File: src/rtl/fp16_align_add.sv
// fp16_align_add: two-stage binary16 pre-normalizer (magnitude order, align, mantissa add/sub).
// Optional Inf/NaN detection is compiled in when FP16_ADD_SPECIAL_EN is defined.
module fp16_align_add (
  input  logic        clk,
  input  logic        rst_n,
  input  logic        in_valid,
  output logic        in_ready,
  input  logic [15:0] in_a,
  input  logic [15:0] in_b,
  output logic        out_valid,
  input  logic        out_ready,
  output logic [11:0] out_sum,
  output logic [4:0]  out_exp,
  output logic        out_sign,
  output logic        out_special,
  output logic [15:0] out_special_val
);

  logic        a_ge_b;
  logic [15:0] op_big;
  logic [15:0] op_sml;
  logic [4:0]  ee_big;
  logic [4:0]  ee_sml;
  logic [4:0]  shift_amt;
  logic [10:0] m_big;
  logic [10:0] m_sml;
  logic [10:0] m_sml_aligned;

  // NOTE: every always_comb output gets a value on every path (here unconditionally), so no latch is inferred.
  always_comb begin
    a_ge_b        = (in_a[14:0] >= in_b[14:0]);
    op_big        = a_ge_b ? in_a : in_b;
    op_sml        = a_ge_b ? in_b : in_a;
    ee_big        = (op_big[14:10] == 5'd0) ? 5'd1 : op_big[14:10];
    ee_sml        = (op_sml[14:10] == 5'd0) ? 5'd1 : op_sml[14:10];
    m_big         = {(op_big[14:10] != 5'd0), op_big[9:0]};
    m_sml         = {(op_sml[14:10] != 5'd0), op_sml[9:0]};
    shift_amt     = ee_big - ee_sml;
    // Shift counts of 11 or more leave nothing of the 11-bit mantissa.
    m_sml_aligned = m_sml >> shift_amt;
  end

  logic s1_valid_q;
  logic out_valid_q;
  logic s1_adv;
  logic s2_adv;
  logic s1_load;
  logic s2_load;

  assign s2_adv    = !out_valid_q || out_ready;
  assign s1_adv    = !s1_valid_q || s2_adv;
  assign in_ready  = s1_adv;
  assign s1_load   = in_valid && s1_adv;
  assign s2_load   = s1_valid_q && s2_adv;
  assign out_valid = out_valid_q;

  logic [10:0] s1_mbig_q;
  logic [10:0] s1_msml_q;
  logic [4:0]  s1_exp_q;
  logic        s1_sign_q;
  logic        s1_sub_q;

  logic [11:0] sum_d;
  logic        sign_d;
  logic [11:0] out_sum_q;
  logic [4:0]  out_exp_q;
  logic        out_sign_q;

  // Big has the larger magnitude, so the difference can never go negative.
  always_comb begin
    sum_d  = {1'b0, s1_mbig_q} + {1'b0, s1_msml_q};
    sign_d = s1_sign_q;
    if (s1_sub_q) begin
      sum_d = {1'b0, s1_mbig_q - s1_msml_q};
      if (sum_d == 12'd0) sign_d = 1'b0;
    end
  end

  // NOTE: sequential state uses non-blocking assignments so every register samples pre-edge values.
  always_ff @(posedge clk or negedge rst_n) begin
    if (!rst_n) begin
      s1_valid_q  <= 1'b0;
      out_valid_q <= 1'b0;
      // NOTE: data registers are reset too because their zero value is visible on the outputs.
      s1_mbig_q   <= '0;
      s1_msml_q   <= '0;
      s1_exp_q    <= '0;
      s1_sign_q   <= 1'b0;
      s1_sub_q    <= 1'b0;
      out_sum_q   <= '0;
      out_exp_q   <= '0;
      out_sign_q  <= 1'b0;
    end else begin
      if (s1_adv) s1_valid_q  <= in_valid;
      if (s2_adv) out_valid_q <= s1_valid_q;
      if (s1_load) begin
        s1_mbig_q <= m_big;
        s1_msml_q <= m_sml_aligned;
        s1_exp_q  <= ee_big;
        s1_sign_q <= op_big[15];
        s1_sub_q  <= in_a[15] ^ in_b[15];
      end
      if (s2_load) begin
        out_sum_q  <= sum_d;
        out_exp_q  <= s1_exp_q;
        out_sign_q <= sign_d;
      end
    end
  end

  assign out_sum  = out_sum_q;
  assign out_exp  = out_exp_q;
  assign out_sign = out_sign_q;

`ifdef FP16_ADD_SPECIAL_EN
  logic        nan_a;
  logic        nan_b;
  logic        inf_a;
  logic        inf_b;
  logic        special_d;
  logic [15:0] special_val_d;
  logic        s1_special_q;
  logic [15:0] s1_special_val_q;
  logic        out_special_q;
  logic [15:0] out_special_val_q;

  always_comb begin
    nan_a         = (&in_a[14:10]) && (|in_a[9:0]);
    nan_b         = (&in_b[14:10]) && (|in_b[9:0]);
    inf_a         = (&in_a[14:10]) && !(|in_a[9:0]);
    inf_b         = (&in_b[14:10]) && !(|in_b[9:0]);
    special_d     = (&in_a[14:10]) || (&in_b[14:10]);
    special_val_d = 16'h0000;
    if (nan_a || nan_b || (inf_a && inf_b && (in_a[15] != in_b[15])))
      special_val_d = 16'h7E00;
    else if (inf_a)
      special_val_d = {in_a[15], 5'h1F, 10'h000};
    else if (inf_b)
      special_val_d = {in_b[15], 5'h1F, 10'h000};
  end

  always_ff @(posedge clk or negedge rst_n) begin
    if (!rst_n) begin
      s1_special_q      <= 1'b0;
      s1_special_val_q  <= '0;
      out_special_q     <= 1'b0;
      out_special_val_q <= '0;
    end else begin
      if (s1_load) begin
        s1_special_q     <= special_d;
        s1_special_val_q <= special_val_d;
      end
      if (s2_load) begin
        out_special_q     <= s1_special_q;
        out_special_val_q <= s1_special_val_q;
      end
    end
  end

  assign out_special     = out_special_q;
  assign out_special_val = out_special_val_q;
`else
  assign out_special     = 1'b0;
  assign out_special_val = 16'h0000;
`endif

endmodule

File: config.mk
export PLATFORM = sky130hd
export DESIGN_NAME = fp16_align_add
export DESIGN_NICKNAME = d
export VERILOG_FILES = /design/src/rtl/fp16_align_add.sv
export SDC_FILE = /design/constraint.sdc
export NUM_CORES = 1
export LEC_CHECK = 0
export BUFFER_PORTS_ARGS = -buffer_cell sky130_fd_sc_hd__buf_4
export CAP_MARGIN = 20
export CORE_ASPECT_RATIO = 0.7
export CORE_MARGIN = 5
export CORE_UTILIZATION = 55
export CTS_CLUSTER_DIAMETER = 50
export DETAILED_ROUTE_END_ITERATION = 6
export GPL_ROUTABILITY_DRIVEN = 0
export GPL_TIMING_DRIVEN = 1
export HOLD_SLACK_MARGIN = 0.1
export PLACE_DENSITY = 0.79
export SYNTH_ARGS = -nofsm -noshare
export SYNTH_HDL_FRONTEND = slang
export SYNTH_SLANG_ARGS = --single-unit
File: constraint.sdc
create_clock -name clk -period 2.8 [get_ports clk]
set_input_delay 0.56 -clock clk [delete_from_list [all_inputs] [get_ports clk]]
set_output_delay 0.56 -clock clk [all_outputs]
set_load 0.05 [all_outputs]
Word-level counts from Yosys, hierarchy flattened
Index checks and enable logic that the tools add are counted.
{ "totals": {"ff_bits": 49, "in_bits": 36, "out_inout_bits": 37, "word_cells": 34} }
{ "op_classes": {"add_sub_neg": 3, "order_cmp": 1, "shifts": 1, "muxes": 7, "bitwise": 1, "n_reduce_logical": 11} }
{ "ops": {"columns": ["op", "count"], "rows": [
  ["$mux W16", 1],
  ["$ge A15 B15 Y1", 1],
  ["$mux W15", 1],
  ["$add A11 B11 Y12", 1],
  ["$mux W12", 1],
  ["$logic_not A11 Y1", 1],
  ["$shr A11 B5 Y11", 1],
  ["$sub A11 B11 Y11", 1],
  ["$logic_not A5 Y1", 2],
  ["$mux W5", 2],
  ["$reduce_bool A5 Y1", 2],
  ["$sub A5 B5 Y5", 1],
  ["$logic_and A1 B1 Y1", 2],
  ["$logic_not A1 Y1", 2],
  ["$logic_or A1 B1 Y1", 2],
  ["$mux W1", 2],
  ["$xor A1 B1 Y1", 1]
]} }

Logic depth before layout (Yosys ltp)
Gate-level depths: netlist of run 1.
{ "depth": {"depth_word": 6, "ltp_mapped": 20, "depth_no_buf": 18} }

Least setup slack after synthesis of run 1
OpenSTA, ideal clock, no wires.
{ "synth_timing": {"kind": "in2reg", "start": "input in_b[6]", "end": "register s1_msml_q[0]", "setup_time_ns": 0.070, "arrival_ns": 4.002, "required_ns": 2.730, "setup_slack_ns": -1.272, "cell_stages": 19, "n_path_buf": 1, "cell_sequence": "inv_1 -> ha_1 -> nand2_1 -> o21ai_1 -> a21oi_2 -> o31ai_2 -> clkbuf_1 -> nor3_1 -> a21oi_1 -> ha_1 -> inv_1 -> fa_1 -> a21o_1 -> a21oi_1 -> xor2_1 -> and2_1 -> nor4b_2 -> a222oi_1 -> nand3_1"} }
{ "synth_via": {"elab_chain_cells": 6, "elab_cells_between_ends": 10, "classes_between": "1 x add/sub; 1 x order compare; 1 x shift; 4 x mux; 3 x reduce/logical"} }
{ "synth_lines": {"columns": ["element", "line_no", "source"], "rows": [
  ["start, declared", "9", "input logic [15:0] in_b,"],
  ["$ge A15 B15 Y1", "31", "a_ge_b = (in_a[14:0] >= in_b[14:0]);"],
  ["$mux W16 or $mux W15 (tied branches)", "32, 33", null],
  ["$logic_not A5 Y1 (on tied branches)", "34, 35", null],
  ["$mux W5 (on tied branches)", "34, 35", null],
  ["$sub A5 B5 Y5", "38", "shift_amt = ee_big - ee_sml;"],
  ["$shr A11 B5 Y11 *", "40", "m_sml_aligned = m_sml >> shift_amt;"],
  ["end signal, assigned", "98", "s1_msml_q <= m_sml_aligned;"],
  ["end, declared", "58", "logic [10:0] s1_msml_q;"]
]} }
Mark *: on every way between the ends. The rest lies on a longest branch, timed or not.
A chain may end at the register's enable or synchronous reset.

Final worst setup path of run 1
{ "layout_timing": {"start": "input in_b[4]", "end": "register s1_msml_q[0]"} }
Same word-level chain as after synthesis.

==> out/metrics.cfg, run 1 <==
[run_status]
outcome = finished, violations left
violations = setup timing

[timing]
relSlewSlack = 0.5645
finalCritPeriodShare = 1.297
finalSetupViolCount = 11
setup_slack_ps = -830.5
skew_ps = 4.421
hold_violations = 0
rsz0062_at_grt = true
min_period_ps = 3630
worst_pin_slew_ps = 635.1
slew_viol_final = 0
max_freq_mhz = 275.4
whs_ps = 247.5

[power]
leakage_nw = 2.714
power_density_nw_per_um2 = 759.1
ir_drop_mv = 0.6255

[die]
initial_core_util = 0.5677
design.die.area_sq_um = 9459
num_rows = 26
core_area_sq_um = 7352
io_pins = 73
dieHeight_microns = 82.89
dieWidth_microns = 114.1

[global_route]
grt_usage = 0.2450
grt_max_degree = 50
antenna_found_initial = 0
grt_overflow = 0
grt_pass1_wl_microns = 19330
grt_pass1_vias = 4104

[clocking]
htreeDepth = 2
clkSinkCount = 49
clk_pin_slew_ps = 90
cts_inserted_buffers = 5
cts_root_buf = clkbuf_8
clk-insertion-delay-late_ps = 310
cts_tree = built
clk_path_buf_depth = 2

[placed_design]
numPortBuffers = 55
hpwl_microns = 8972
dp_cells = 682

[synthesis]
synth_edf_count = 0
synthArstFlopShare = 1.000
synth_fa_ha_area_frac = 0.1343
netlist_area_sq_um = 4174
synth_top_area_cell = dfrtp_1
synth_top_cell_area_share = 0.2938
synth_simple_gate_area_frac = 0.1499
synth_seq_cells = 49
synth_xor_area_frac = 0.03777
synth_compound_area_frac = 0.1882
yosysUniqueCellTypes = 59
ys.flop_type = dfrtp_1
synth_mux_area_frac = 0.1121
synth_area_per_cell_sq_um = 8.900
synthCells = 469
ys_seq_area_frac = 0.2938
synth_top_family_by_area = compound AO/OA/AOI/OAI gates
synthTopCellsByArea = dfrtp_1 (29%), ha_1 (12%), nand2_1 (4.9%)
yosysWarningCount = 0

[detailed_routing]
avgRoutedWirePerCell_microns = 17.41
wl_met2_microns = 5962
top_layer = met4
post-route-drc-count = 0
first_iter_violations = 410
drt_pass1_iterations = 6
met1_length_microns = 5080
via_count = 4149
drt.antenna.violating_nets = 0
vias_per_cell = 5.893
dr_wl_met3_microns = 871
drt-total-wl_microns = 12260

[finish]
syn_to_final_growth_pct = 39.27
regArea_sq_um = 1226
drive_gt1_frac = 0.3878
final_util = 0.7907
n_antenna_cell = 0
fill_cells = 486
multi_input_area_sq_um = 3030
fin_nets = 684
final_cell_count_no_fill = 704

[worst_setup_path]
worst_setup_path_start_kind = input pin
cp_max_fo = 5
ff2ff_path_depth = 9
cp_data_required_time_ps = 2980
cp-end-kind = register
cp.arrival_ps = 3810
path_class = in -> reg

[worst_hold_path]
hp-class = in -> async

[job]
drv_cap = 0

## cell type report
type                            instances  area share
Multi-Input combinational cell        365      0.5213
Inverter                               37     0.02777
Sequential cell                        49      0.2109
Tap cell                               98     0.02109
Clock inverter                          1    0.005166
Clock buffer                            7     0.01485
Timing Repair Buffer                  147      0.1989
## metal layers
metal  vias to the layer above  track usage
li1                       1915            -
met1                      2005       0.3387
met2                       193       0.4012
met3                        36      0.03561
met4                         0      0.06472
met5                         -            0
## state kept, by name, summed over array words and instances, names as in the netlist, 5 cells and up
register	count
s1_exp_q	5
out_exp	5
s1_msml_q	11
s1_mbig_q	11
out_sum	12
## final timing paths
| path | from | end | slack [ps] |
|---|---|---|---|
| min in group clk | in_valid | s1_valid_q$_DFFE_PN0N_ | 460 |
| setup reg to reg | s1_msml_q[4]$_DFFE_PN0P_ | out_sign$_DFFE_PN0P_ | 10 |
| setup / recovery | in_b[4] | s1_msml_q[0]$_DFFE_PN0P_ | -830 |
| max in group asynchronous | rst_n | out_sum[11]$_DFFE_PN0P_ | 2120 |
| hold / removal | rst_n | s1_mbig_q[2]$_DFFE_PN0P_ | 250 |
| hold reg to reg | out_sum[7]$_DFFE_PN0P_ | out_sum[7]$_DFFE_PN0P_ | 490 |
## repair_timing
| item | in CTS | in global routing |
|---|---|---|
| resized for setup | 24 | 16 |
| pin swaps | 14 | 13 |
| setup buffers | 10 | 4 |
| hold buffers | 0 | 0 |
| hold endpoints to repair | 0 | 0 |
| cloned | 0 | 0 |
| setup endpoints to repair | 11 | 12 |
## cell families (layout without fill, tap and decap cells)
logic type / after synthesis / in the layout
AOI/OAI and AO/OA: 125 / 125
DFF: 49 / 49
xor gates and xnor gates: 18 / 18
adders and majority gates: 43 / 43
other: 1 / 17
muxes: 32 / 32
buffers and inverters: 71 / 192
and+or+nand+nor: 130 / 130
## synthesized netlist by cell type, drive strengths merged (2+ instances only)
cell type	instances
a21o	2
o22ai	2
nand4	3
buf	20
a21oi	34
nand3b	2
xnor2	10
dfrtp	49
clkbuf	14
nand3	6
nor2b	5
inv	36
nor3	11
o21bai	4
a22o	2
a22oi	10
nand2b	7
nor2	27
or3	2
nor4b	2
o211ai	2
mux2	9
a31oi	2
o31ai	7
o21ai	40
ha	40
a222oi	3
mux4	10
a221oi	2
o2111ai	2
fa	3
o41ai	3
and2	4
nand2	54
nor3b	2
and4	2
mux2i	13
xor2	8
o21a	3
a21boi	2
## power breakdown
| group | switching (mW) | total (mW) | internal, mW |
|---|---|---|---|
| combinational | 1.65 | 2.83 | 1.18 |
| sequential | 0.146 | 1.05 | 0.906 |
| clock | 0.243 | 0.535 | 0.292 |
## metrics by stage
| stage | total power, mW | worst slack (ps) | TNS [ps] | cell area [sq um] |
|---|---|---|---|---|
| 2_1_floorplan | 2.898 | -837.6 | -8560 | 4516 |
| 6_report | 4.413 | -830.5 | -8447 | 5813 |
| 4_1_cts | 4.309 | -722.2 | -7260 | 5698 |
| 5_1_grt | 4.670 | -990.6 | -10440 | 5813 |
| 3_5_place_dp | 3.696 | -1223 | -12700 | 5409 |
| 3_3_place_gp | 3.587 | -1070 | -10980 | 5409 |
## placed cells by master (no fill, tap or decap), types with 8 or more instances in the layout
master	instances
buf_6	10
a21oi_1	25
dfrtp_1	49
o21ai_0	31
ha_1	27
nand2_1	50
buf_4	135
mux2i_1	12
mux2_2	8
nor3_1	10
conb_1	17
inv_1	23
nor2_1	23
xnor2_1	9
ha_4	12
## critical path: stages
cell and delay [ps]:
buf_8 80, inv_6 30, ha_4 280, a21oi_4 60, o21ai_2 140, a21oi_2 70
o31a_1 320, buf_6 160, o31ai_4 200, ha_2 230, inv_2 40, fa_2 330
a21o_1 170, a21oi_2 180, xor2_2 110, and2_4 180, nor4b_4 130, buf_4 160
a222oi_1 280, nand3_1 110
Note: power is estimated with default switching activity, not from simulation.
==> inputs of run 2 (changes only) <==
--- a/config.mk
+++ b/config.mk
@@ -13,7 +13,7 @@
 export CTS_CLUSTER_DIAMETER = 50
 export DETAILED_ROUTE_END_ITERATION = 6
 export GPL_ROUTABILITY_DRIVEN = 0
-export GPL_TIMING_DRIVEN = 1
+export GPL_TIMING_DRIVEN = 0
 export HOLD_SLACK_MARGIN = 0.1
 export PLACE_DENSITY = 0.79
 export SYNTH_ARGS = -nofsm -noshare
==> out/metrics.cfg, run 2 (synthesis gave the netlist of run 1 again) <==
[worst_setup_path]
cp.arrival_ps = 4100  ; +290 ps
cp-end-kind = register
worst_setup_path_start_kind = input pin
ff2ff_setup_slack_ps = 50  ; +40 ps
cp_max_fo = 7  ; +2
slowest_delay_ps = 370  ; +40 ps
cp_slowest_cell = a222oi_1
cp_num_buf_inv = 4  ; -1
path_class = in -> reg
cp_data_required_time_ps = 2980  ; about the same
path_delay_family = compound AO/OA/AOI/OAI gates
cp.depth = 18  ; -10%
crit_chain = buf_4 -> inv_6 -> ha_4 -> a21oi_2 -> o21ai_4 -> a21oi_4 -> o31a_1 -> buf_12 -> mux2_4 -> ha_1 -> nor2b_1 -> o21ai_1 -> a21boi_2 -> nor2_2 -> nor4b_4 -> buf_4 -> a222oi_1 -> nand3_1
timing.critical_path.mode_cell = buf_4
ff2ff_path_depth = 10  ; +1

[placed_design]
dp_cells = 638  ; -6.5%
hpwl_microns = 9001  ; +0.33%
numPortBuffers = 55  ; unchanged
place_ws_ps = -1695  ; -472.0 ps

[timing]
finalSetupViolCount = 11  ; unchanged
setup_slack_ps = -1121  ; -290.6 ps
slew_viol_final = 0  ; unchanged
finalCritPeriodShare = 1.400  ; +0.1038
rsz0062_at_grt = true
whs_ps = 254.5  ; +7.014 ps
relSlewSlack = 0.4337  ; -0.1307
skew_ps = 8.076  ; +3.655 ps
worst_pin_slew_ps = 825.8  ; +190.6 ps
max_freq_mhz = 255.0  ; -7.4%
hold_violations = 0  ; unchanged
min_period_ps = 3921  ; +290.6 ps

[finish]
layout_common_cells = buf_4 (83), nand2_1 (49), dfrtp_1 (49), o21ai_0 (31)
drive_gt1_frac = 0.3456  ; -0.04217
fin_nets = 648  ; -5.3%
fill_cells = 510  ; +4.9%
largest_reg_flops = 12  ; unchanged
final_cell_count_no_fill = 668  ; -5.1%
final_common_cell = buf_4
syn_to_final_growth_pct = 34.74
n_antenna_cell = 0  ; unchanged

[die]
initial_core_util = 0.5677  ; unchanged
dieWidth_microns = 114.1  ; unchanged
design.die.area_sq_um = 9459  ; unchanged
num_rows = 26  ; unchanged
io_pins = 73  ; unchanged
dieHeight_microns = 82.89  ; unchanged
core_area_sq_um = 7352  ; unchanged

[power]
p_switching_mw = 2.055  ; +0.70%
ir_drop_mv = 0.5658  ; -9.5%
p_clk_frac = 0.139  ; +0.018
total_power_mw = 4.392  ; -0.48%
internal_power_mw = 2.337  ; -1.5%
leakage_nw = 2.543  ; -6.3%
seqPwrFrac = 0.240  ; +0.002
power_frac_comb = 0.622  ; -0.019
power_density_nw_per_um2 = 780.9  ; +2.9%
sw_frac_of_total = 0.4678  ; +0.005488

[run_status]
violations = setup timing
outcome = finished, violations left

[clocking]
cts_root_buf = clkbuf_8
hold_buffers = 0  ; unchanged
clkSinkCount = 49  ; unchanged
cts_inserted_buffers = 5  ; unchanged
cts_tree = built
clk_pin_slew_ps = 100  ; about the same
htreeDepth = 2  ; unchanged
clk_path_buf_depth = 2  ; unchanged
clk-insertion-delay-late_ps = 310  ; about the same

[detailed_routing]
drt.antenna.violating_nets = 0  ; unchanged
avgRoutedWirePerCell_microns = 18.50  ; +6.2%
drt_pass1_iterations = 7  ; +1
vias_per_cell = 5.975  ; +1.4%
first_iter_violations = 258  ; -37%
post-route-drc-count = 0  ; unchanged
via_count = 3991  ; -3.8%
drt-total-wl_microns = 12360  ; +0.81%

[job]
drv_cap = 0  ; unchanged

[worst_hold_path]
hp-class = in -> async

[global_route]
antenna_found_initial = 0  ; unchanged
grt_usage = 0.2510  ; +0.005984
grt_pass1_wl_microns = 19530  ; +1.0%
grt_overflow = 0  ; unchanged
grt_pass1_vias = 3980  ; -3.0%
grt_max_degree = 50  ; unchanged

==> run 2: worst paths after layout <==
path                                           from                        to
setup / recovery                            in_b[4]  s1_msml_q[2]$_DFFE_PN0P_
hold / removal                                rst_n  s1_mbig_q[1]$_DFFE_PN0P_
max in group asynchronous                     rst_n    out_exp[1]$_DFFE_PN0P_
setup reg to reg           s1_msml_q[4]$_DFFE_PN0P_      out_sign$_DFFE_PN0P_
hold reg to reg              out_sum[6]$_DFFE_PN0P_    out_sum[6]$_DFFE_PN0P_
min in group clk                           in_valid    s1_valid_q$_DFFE_PN0N_
==> run 2: final cells by class <==
cell class / instances / area [sq um] / area share
tap: 98 / 122.6 / 0.02180
inverter: 37 / 161.4 / 0.02870
multi-input combinational: 365 / 3108 / 0.5526
clock inverter: 3 / 68.82 / 0.01224
buffer: 33 / 222.7 / 0.03960
timing repair buffer: 78 / 645.6 / 0.1148
sequential: 49 / 1226 / 0.2180
clock buffer: 5 / 68.82 / 0.01224
==> run 2: per-layer routing <==
layer / vias to the layer above / track usage / wire [microns]
li1: 1839 / - / -
met1: 1970 / 0.3397 / 5407
met2: 159 / 0.4134 / 5920
met3: 23 / 0.05887 / 869
met4: 0 / 0.04531 / 159
met5: - / 0 / 0
==> run 2: metrics by stage <==
stage | cell area (sq um) | util | setup TNS, ps
5_1_grt | 5624 | 0.7650 | -11570
6_report | 5624 | 0.7650 | -10740
3_5_place_dp | 5051 | 0.6870 | -17330
3_3_place_gp | 5051 | 0.6870 | -15470
2_1_floorplan | 4516 | - | -8560
4_1_cts | 5472 | 0.7442 | -10320
==> run 2: power by group through the flow <==
stage                     Clock, mW  Sequential, mW  Combinational (mW)
after floorplan                   0            1.38                1.52
after global placement            0            1.05                2.38
after detailed placement          0            1.06                2.47
after CTS                     0.614            1.05                2.62
after global routing          0.650            1.08                2.93
final                         0.609            1.05                2.73
==> run 2: what timing repair did <==
action | CTS | global route
buffers inserted | 18 | 10
setup endpoints to repair | 12 | 13
gates resized for setup | 36 | 24
pin swaps | 21 | 20
cloned | 0 | 0
==> inputs of run 3 (changes only) <==
--- a/config.mk
+++ b/config.mk
@@ -16,6 +16,7 @@
 export GPL_TIMING_DRIVEN = 0
 export HOLD_SLACK_MARGIN = 0.1
 export PLACE_DENSITY = 0.79
+export REMOVE_ABC_BUFFERS = 1
 export SYNTH_ARGS = -nofsm -noshare
 export SYNTH_HDL_FRONTEND = slang
 export SYNTH_SLANG_ARGS = --single-unit
==> out/metrics.cfg, run 3 (synthesis gave the netlist of run 1 again) <==
[timing]
worst_pin_slew_ps = 990.0  ; +164.2 ps
max_freq_mhz = 262.2  ; +2.8%
hold_violations = 0  ; unchanged
rsz0062_at_grt = true
setup_slack_ps = -1015  ; +106.5 ps
slew_viol_final = 0  ; unchanged
relSlewSlack = 0.3361  ; -0.09769
finalSetupViolCount = 11  ; unchanged
finalCritPeriodShare = 1.362  ; -0.03804
skew_ps = 7.854  ; -0.2226 ps
min_period_ps = 3815  ; -106.5 ps

[placed_design]
dpl_cell_area_sq_um = 4571  ; -9.5%
numPortBuffers = 55  ; unchanged
hpwl_microns = 7532  ; -16%

[worst_setup_path]
cp_max_fo = 6  ; -1
slowest_delay_ps = 350  ; -20 ps
cp_slowest_cell = fa_2
crit_chain = buf_4 -> inv_2 -> ha_4 -> a21oi_2 -> o21ai_2 -> a21oi_2 -> o31a_4 -> buf_4 -> nand2_1 -> o31ai_4 -> ha_2 -> inv_2 -> fa_2 -> a21o_1 -> a21oi_2 -> xor2_2 -> and2_4 -> nor4b_4 -> buf_4 -> a222oi_1 -> nand3_1
cp.depth = 21  ; +3
worst_setup_path_start_kind = input pin
path_delay_family = compound AO/OA/AOI/OAI gates
cp.arrival_ps = 3990  ; -110 ps
cp_data_required_time_ps = 2980  ; about the same
ff2ff_path_depth = 10  ; unchanged
cp-end-kind = register
cp_num_buf_inv = 5  ; +1
path_class = in -> reg

[clocking]
cts_root_buf = clkbuf_8
clk_pin_slew_ps = 100  ; about the same
cts_tree = built
clk-insertion-delay-late_ps = 320  ; about the same
clk_path_buf_depth = 2  ; unchanged
hold_buffers = 0  ; unchanged
htreeDepth = 2  ; unchanged
cts_inserted_buffers = 5  ; unchanged
clkSinkCount = 49  ; unchanged

[finish]
final_common_cell = buf_4
fin_nets = 626  ; -3.4%
syn_to_final_growth_pct = 31.62
fill_cells = 499  ; -2.2%
largest_reg_flops = 12  ; unchanged
layout_common_cells = buf_4 (71), nand2_1 (50), dfrtp_1 (49), o21ai_0 (31), ha_1 (25)
drive_gt1_frac = 0.3394  ; -0.006198
fin_area_sq_um = 5494  ; -2.3%
n_antenna_cell = 0  ; unchanged

[die]
initial_core_util = 0.5677  ; unchanged
num_rows = 26  ; unchanged
design.die.area_sq_um = 9459  ; unchanged
dieWidth_microns = 114.1  ; unchanged
core_area_sq_um = 7352  ; unchanged
dieHeight_microns = 82.89  ; unchanged
io_pins = 73  ; unchanged

[power]
total_power_mw = 4.175  ; -4.9%
leakage_nw = 2.470  ; -2.9%
power_density_nw_per_um2 = 760.0  ; -2.7%
ir_drop_mv = 0.4617  ; -18%

[detailed_routing]
drt.antenna.violating_nets = 0  ; unchanged
avgRoutedWirePerCell_microns = 19.37  ; +4.7%
vias_per_cell = 6.214  ; +4.0%
post-route-drc-count = 0  ; unchanged
via_count = 4014  ; +0.58%
drt_pass1_iterations = 6  ; -1
first_iter_violations = 426  ; +65%
drt-total-wl_microns = 12520  ; +1.3%

[job]
drv_cap = 0  ; unchanged

[global_route]
grt_usage = 0.2305  ; -0.02045
antenna_found_initial = 0  ; unchanged
grt_max_degree = 50  ; unchanged
grt_pass1_vias = 3711  ; -6.8%
grt_pass1_wl_microns = 18090  ; -7.4%
grt_overflow = 0  ; unchanged

[run_status]
violations = setup timing
outcome = finished, violations left

[worst_hold_path]
hp-class = in -> async

[run 3: area by class of cell]
cell class,count,area (sq um),area share
Multi-Input combinational cell,366,3144,0.5723
Sequential cell,49,1226,0.2232
Timing Repair Buffer,88,763.2,0.1389
Inverter,37,151.4,0.02756
Tap cell,98,122.6,0.02232
Clock buffer,6,72.57,0.01321
Clock inverter,2,13.76,0.002505
[run 3: worst paths after layout]
path	start	slack [ps]	endpoint
setup reg to reg	s1_mbig_q[0]$_DFFE_PN0P_	180	out_sign$_DFFE_PN0P_
min in group clk	in_valid	460	s1_valid_q$_DFFE_PN0N_
hold reg to reg	out_sum[8]$_DFFE_PN0P_	490	out_sum[8]$_DFFE_PN0P_
hold / removal	rst_n	230	out_sum[2]$_DFFE_PN0P_
max in group asynchronous	rst_n	2130	out_sum[0]$_DFFE_PN0P_
setup / recovery	in_b[8]	-1010	s1_msml_q[0]$_DFFE_PN0P_
[run 3: routing by layer]
metal	GRT usage	wire length, microns	up-vias
met4	0.08630	592	0
met5	0	0	-
li1	-	-	1811
met3	0.02980	1010	66
met1	0.3235	5064	1879
met2	0.3629	5847	258
[run 3: power breakdown]
| part | leakage [nW] | total [mW] | switching, mW | internal (mW) |
|---|---|---|---|---|
| Sequential | 0.615 | 1.05 | 0.149 | 0.905 |
| Clock | 0.0456 | 0.433 | 0.255 | 0.179 |
| Combinational | 1.81 | 2.69 | 1.61 | 1.07 |
[run 3: stage by stage]
step	cells	util	setup WS, ps	TNS, ps	hold WS (ps)
detailed placement	604	0.6217	-2237	-24180	466.7
global route	646	0.7473	-1052	-10700	290.9
global placement	604	0.6205	-2314	-28370	460.4
finish	646	0.7473	-1015	-9585	231.4
CTS	636	0.7039	-867.2	-8653	274.3
floorplan	451	-	-1594	-16200	264.4
[run 3: worst register-to-register path: stages (launching register included)]
cell and delay (ps):
dfrtp_1 390, inv_1 60, ha_1 220, fa_1 430
nor2b_1 190, o211ai_1 170, a311oi_1 340, nor2_1 110
xor2_1 160, o41ai_2 320, o21ai_1 80
[run 3: timing repair]
action                     4_1_cts  5_1_grt
pin swaps                       29       30
cloned                           1        0
setup buffers                   25       10
setup endpoints to repair       11       12
gates resized for setup         69       49
